==> src/rtl/pipelined_nbit_adder.sv <==
// Pipelined add/subtract: one STAGE_W-bit ripple slice per stage, with the carry registered between slices.
// A single global stall (advance) freezes every stage, so a result held at the output never changes.

module add_slice #(
  parameter int SW = 4
) (
  input  logic [SW-1:0] a,
  input  logic [SW-1:0] b,
  input  logic          cin,
  output logic [SW-1:0] s,
  output logic          cout
);
  assign {cout, s} = {1'b0, a} + {1'b0, b} + {{SW{1'b0}}, cin};
endmodule

module pipelined_nbit_adder #(
  parameter int WIDTH   = 16,
  parameter int STAGE_W = 4
) (
  input  logic             i_clk,
  input  logic             i_reset_n,
  input  logic             i_valid,
  output logic             o_ready,
  input  logic [WIDTH-1:0] i_A,
  input  logic [WIDTH-1:0] i_B,
  input  logic             i_Cin,
  input  logic             i_sub,
  output logic             o_valid,
  input  logic             i_ready,
  output logic [WIDTH-1:0] o_Sum,
  output logic             o_Cout,
  output logic             o_Ovf
);
  localparam int STAGES = WIDTH / STAGE_W;

  logic               advance;
  logic [STAGES-1:0]  vld_q;
  logic [STAGES:0]    vld_pipe;
  logic [WIDTH-1:0]   b_eff;
  logic               c_eff;

  // Subtraction is A + ~B + ~Cin, so Cout = 1 means "no borrow".
  assign b_eff    = i_sub ? ~i_B : i_B;
  assign c_eff    = i_sub ^ i_Cin;
  assign vld_pipe = {vld_q, i_valid};
  assign o_valid  = vld_pipe[STAGES];
  assign advance  = ~o_valid | i_ready;
  assign o_ready  = advance;

  always_ff @(posedge i_clk or negedge i_reset_n) begin
    if (!i_reset_n)   vld_q <= '0;
    else if (advance) vld_q <= vld_pipe[STAGES-1:0];
  end

  for (genvar k = 0; k < STAGES; k++) begin : stg
    localparam int LO = k * STAGE_W;
    localparam int HI = (k + 1) * STAGE_W;

    logic [WIDTH-LO-1:0] a_in, b_in;
    logic                c_in;
    logic [STAGE_W-1:0]  s;
    logic                co;
    logic [HI-1:0]       sum_d, sum_q;
    logic                c_q;
    logic                load;

    // Operands shrink by one slice per stage; only the unsummed upper part travels on.
    if (k == 0) begin : g_first
      assign a_in  = i_A;
      assign b_in  = b_eff;
      assign c_in  = c_eff;
      assign sum_d = s;
    end else begin : g_next
      assign a_in  = stg[k-1].g_fwd.a_q;
      assign b_in  = stg[k-1].g_fwd.b_q;
      assign c_in  = stg[k-1].c_q;
      assign sum_d = {s, stg[k-1].sum_q};
    end

    add_slice #(.SW(STAGE_W)) u_slice (
      .a    (a_in[STAGE_W-1:0]),
      .b    (b_in[STAGE_W-1:0]),
      .cin  (c_in),
      .s    (s),
      .cout (co)
    );

    // Bubbles leave the data registers untouched, so o_Sum keeps the last real result.
    assign load = advance & vld_pipe[k];

    always_ff @(posedge i_clk or negedge i_reset_n) begin
      if (!i_reset_n) begin
        sum_q <= '0;
        c_q   <= 1'b0;
      end else if (load) begin
        sum_q <= sum_d;
        c_q   <= co;
      end
    end

    if (k < STAGES - 1) begin : g_fwd
      logic [WIDTH-HI-1:0] a_q, b_q;
      always_ff @(posedge i_clk or negedge i_reset_n) begin
        if (!i_reset_n) begin
          a_q <= '0;
          b_q <= '0;
        end else if (load) begin
          a_q <= a_in[WIDTH-LO-1:STAGE_W];
          b_q <= b_in[WIDTH-LO-1:STAGE_W];
        end
      end
    end else begin : g_last
      logic ovf_q;
      // Carry into the MSB is recovered as s ^ a ^ b at that bit.
      always_ff @(posedge i_clk or negedge i_reset_n) begin
        if (!i_reset_n) ovf_q <= 1'b0;
        else if (load)  ovf_q <= s[STAGE_W-1] ^ a_in[STAGE_W-1] ^ b_in[STAGE_W-1] ^ co;
      end
    end
  end

  assign o_Sum  = stg[STAGES-1].sum_q;
  assign o_Cout = stg[STAGES-1].c_q;
  assign o_Ovf  = stg[STAGES-1].g_last.ovf_q;
endmodule

==> config.mk <==
export PLATFORM = sky130hd
export DESIGN_NAME = pipelined_nbit_adder
export DESIGN_NICKNAME = d
export VERILOG_FILES = /design/src/rtl/pipelined_nbit_adder.sv
export SDC_FILE = /design/constraint.sdc
export NUM_CORES = 1
export LEC_CHECK = 0
export ABC_CLOCK_PERIOD_IN_PS = 2500
export CORE_ASPECT_RATIO = 1.4
export CORE_MARGIN = 2
export CORE_UTILIZATION = 34
export DETAILED_ROUTE_END_ITERATION = 7
export GPL_TIMING_DRIVEN = 0
export PLACE_DENSITY_LB_ADDON = 0.05
export SLEW_MARGIN = 30
export SYNTH_ARGS = -nofsm -noshare
export SYNTH_HDL_FRONTEND = slang
export SYNTH_SLANG_ARGS = --single-unit
==> constraint.sdc <==
create_clock -name i_clk -period 2.5 [get_ports i_clk]
set_input_delay 0.5 -clock i_clk [delete_from_list [all_inputs] [get_ports i_clk]]
set_output_delay 0.5 -clock i_clk [all_outputs]
set_load 0.01 [all_outputs]
* After elaboration in Yosys (flattened, before gate mapping) *
Index checks and enable logic that the tools add are counted.

storage, ports and cells
  flip-flop bits (word level) = 97
  bits of input ports = 38
  output and inout bits = 20
  word-level logic and storage cells = 36

cells by class
  add/sub/neg operators = 8
  multiplexer cells = 1
  bitwise logic cells = 11

operators by type and width
  kind                  number
  adder 4 x 4 -> 5 bit  4
  adder 5 x 1 -> 5 bit  4
  two-way mux 16 bit    1
  inverter 16 bit       1
  AND 1 bit             4
  bitwise XOR 1 bit     4
  inverter 1 bit        1
  OR 1 bit              1

* Longest topological paths before layout *
  depth after elaboration = 5
  depth in mapped cells = 8
  depth with buffers taken out = 8

* Cells and area by module *
A second synthesis with hierarchy kept.

second synthesis, totals
  cells, all modules = 310
  area total of the unflattened synthesis = 4573.1 um^2

modules (own cells, without submodules)
  module                times used  cells each  area an instance (um^2)  sequential area each (um^2)
  pipelined_nbit_adder  1           246         3997.6                   2427.3
  add_slice             4           16          143.9                    0.0

* Worst setup path before layout *
No wires, ideal clock.

  path kind = in2reg
  start point = in i_sub
  end point = reg stg[0].c_q
  library setup time = 0.127 ns
  arrival = 2.226 ns
  data required time = 2.373 ns
  slack = 0.147 ns
  stages = 8
  path buffers = 2
  cell sequence = buf_2 buf_4 xor2_1 fa_1 fa_1 a21o_1 a21oi_1 o21ai_0

on the way
  cells in the longest elaborated chain, start to end = 3
  elaborated cells on any way between the ends = 4
  classes of those cells = 2 x add/sub; 1 x mux; 1 x bitwise

ends and longest elaborated chain
  element                 RTL line  text
  start: declaration      27        input logic i_sub,
  two-way mux 16 bit      43        assign b_eff = i_sub ? ~i_B : i_B;
  adder 4 x 4 -> 5 bit    13        assign {cout, s} = {1'b0, a} + {1'b0, b} + {{SW{1'b0}}, cin};
  adder 5 x 1 -> 5 bit *  13
  end signal: assignment  97        c_q <= co;
  end: declaration        64        logic c_q;

Mark *: on every way between the ends. The rest lies on a longest branch, timed or not.
A chain may end at the register's enable or synchronous reset.

* Final worst setup path *
  start point = in i_ready
  end point = out o_ready

on the way
  cells in the longest elaborated chain, start to end = 1

ends and longest elaborated chain
  element             RTL line  text
  start: declaration  29        input logic i_ready,
  OR 1 bit            47        assign advance = ~o_valid | i_ready;
  end: declaration    23        output logic o_ready,

Every way passes these cells.

==> metrics.md <==
| Metric | Value |
|---|---|
| Status | completed |
| Hold Path Class | input pin to async pin |
| Gate power share | 0.392 |
| Initial antenna violation count | 0 |
| FP Rows | 48 |
| Clk pwr share | 0.206 |
| Post-CTS Setup Inserts | 0 |
| Clock Latency Late Sink | 340 ps |
| WL final | 7500 um |
| DRT Pass-1 Iters | 3 |
| Sw Share | 0.313 |
| CTS max path bufs | 2 |
| Post-CTS Resized | 0 |
| Final nets | 443 |
| CTS HTree Levels | 3 |
| Seq pwr share | 0.402 |
| WHS | 94.7 ps |
| Vias per cell | 4.52 |
| Ratio of cells with drive above 1 in the final layout | 0.262 |
| Via Count | 2442 |
| Slew Limit Fails | 0 |
| Setup TNS | 0 ps |
| Fin crit share | 0.892 |
| Max_slew headroom | 0.686 |
| Syn_nets | 375 |
| Tmin final | 2230 ps |
| Leak | 0.00239 uW |
| Final setup vio count | 0 |
| Power Dens Cells | 1230 nW/um^2 |
| Synth Cell Area | 4310 sq um |
| Hpwl dp | 5600 um |
| Largest net degree at the start of global routing | 50 |
| Vias in the first global route | 2547 |
| Starting Density | 0.348 |
| Post-layout worst setup margin | 270 ps |
| Final hold vios | 0 |
| Filler Cells Inserted | 1177 |
| #FFs+latches synth | 97 |
| Root Buffer | clkbuf_16 |
| Max-cap violations | 0 |
| Post-place setup slack | -74.7 ps |
| Clock Skew | 4.78 ps |
| Critical path required time | 2000 ps |
| Chip Width | 99.1 um |
| Net Sw Power | 2080 uW |
| DRC errors left | 0 |
| Number of synthesis warnings | 0 |
| ANT nets after route | 0 |
| Die H | 137 um |
| DR WL/cell | 13.9 um |
| Sequential share of the synthesized area | 0.563 |
| RSZ-0062 raised after global routing | false |
| Gr ovfl total | 0 |
| Area grow syn2layout | 24.9% |
| TritonCTS clock tree | yes |
| Fmax achieved | 0.448 GHz |
| CTS clk-pin slew, worst paths | 70 ps |
| Core footprint | 12400 sq um |
| Cell variety after synth | 22 |
| Final GP Congestion | 0.690 |
| Total track usage | 0.127 |
| Maximum vdd drop | 0.349 mV |
| Crit Path Max Fanout | 6 |
| Post-CTS Hold Fix Bufs | 0 |
| Worst slew pin tran | 470 ps |
| Die ar. | 13600 sq um |
| First-pass GRT wire length | 13200 um |
| Avg Inst Size Synth | 13.6 sq um |
| Synth Instances | 317 |
| Num CTS Buffers | 9 |
| Reg2Reg Depth | 8 |
| Worst Setup End Kind | output port |
| IO Pins | 58 |
| Int Pwr | 4560 uW |
| CP arrival | 1730 ps |
| Clk sink count | 97 |
| Worst Setup Start Kind | input pin |
| WS Path Type | input pin to output port |
| N_diodes | 0 |
| PortBufs | 56 |
| First DRT Iteration DRCs | 60 |
[layer usage]
layer	vias up	routed length [um]	share of wire	global-route usage
met1	1167	3500	0.47	0.168
met5	-	0	0	0
met4	0	178	0.024	0.0639
met2	50	3530	0.47	0.196
met3	11	291	0.039	0.0279
li1	1214	-	-	-
[power groups by stage]
stage | Combinational [uW] | Clock [uW] | Sequential [uW]
after floorplan | 1810 | 0 | 2660
after detailed placement | 2670 | 0 | 2720
after global placement | 2610 | 0 | 2700
after global routing | 2950 | 1490 | 2780
after CTS | 2680 | 1420 | 2690
final | 2600 | 1370 | 2670
[synth_stat cells (all sizes together)]
| cell | number | share of area |
|---|---|---|
| xor2 | 10 | 0.020 |
| o21ai | 25 | 0.029 |
| fa | 8 | 0.037 |
| buf | 12 | 0.022 |
| nor2b | 1 | 0.0032 |
| nand2b | 2 | 0.0029 |
| mux2 | 67 | 0.18 |
| nor2 | 2 | 0.0017 |
| a21oi | 8 | 0.0093 |
| dfrtp | 97 | 0.56 |
| ha | 12 | 0.035 |
| a211oi | 1 | 0.0017 |
| a21o | 7 | 0.012 |
| clkbuf | 1 | 0.0012 |
| inv | 11 | 0.011 |
| nand2 | 35 | 0.036 |
| xnor2 | 18 | 0.037 |
[cell families after synthesis]
family	count (synthesis)	share of synthesized area
flops	97	0.563
mux	67	0.178
compound gates	41	0.0523
simple gates	40	0.0436
xor+xnor	28	0.0569
buf+inv	24	0.0340
fa+ha+maj	20	0.0720
[final cells by class]
| cell class | instances | area, sq um | share of cell area |
|---|---|---|---|
| Sequential cell | 97 | 2430 | 0.451 |
| Multi-Input combinational cell | 196 | 1730 | 0.322 |
| Timing Repair Buffer | 57 | 589 | 0.109 |
| Clock buffer | 10 | 229 | 0.0425 |
| Tap cell | 150 | 188 | 0.0349 |
| Buffer | 13 | 100 | 0.0186 |
| Clock inverter | 6 | 68.8 | 0.0128 |
| Inverter | 11 | 46.3 | 0.00860 |
[registers in the layout, summed over array words and instances, names as in the netlist]
signal and count:
stg.sum_q 24, stg.c_q 3, o_Cout 1, stg.g_fwd.b_q 24
stg.g_fwd.a_q 24, o_Sum 16, o_Ovf 1, vld_q 4
[worst max-delay path: stages]
cell             delay, ps
clkdlybuf4s50_1        450
nor2b_4                220
inv_6                   80
clkdlybuf4s50_1        480
[layout by cell type, fill, tap and decap left out, types with 2 or more instances in the layout]
master	n
a21o_1	7
a21oi_1	8
buf_2	4
buf_4	4
buf_6	5
clkbuf_16	9
clkdlybuf4s50_1	55
clkinvlp_4	4
dfrtp_1	97
fa_1	8
ha_1	12
inv_1	10
mux2_2	64
mux2_4	3
nand2_1	32
nand2_4	3
nand2b_1	2
nor2_1	2
o21ai_0	25
xnor2_1	18
xor2_1	10
[stage by stage]
step                      utilization  cells  power, uW  area, sq um
after global routing            0.435    540       7210         5380
after floorplan                     -    317       4470         4310
final                           0.435    540       6640         5380
after CTS                       0.435    540       6790         5380
after global placement          0.409    523       5300         5060
after detailed placement        0.411    524       5390         5080
[final timing paths]
check                               startpoint               end  slack (ps)
setup / recovery                       i_ready           o_ready         270
hold / removal                       i_reset_n          o_Sum[6]          90
setup reg to reg           stg[2].g_fwd.a_q[0]             o_Ovf         620
hold reg to reg               stg[2].sum_q[11]  stg[2].sum_q[11]         480
max in group asynchronous            i_reset_n   stg[2].sum_q[0]        1800
min in group i_clk            stg[2].sum_q[11]  stg[2].sum_q[11]         480
(Power assumes the default switching activity.)
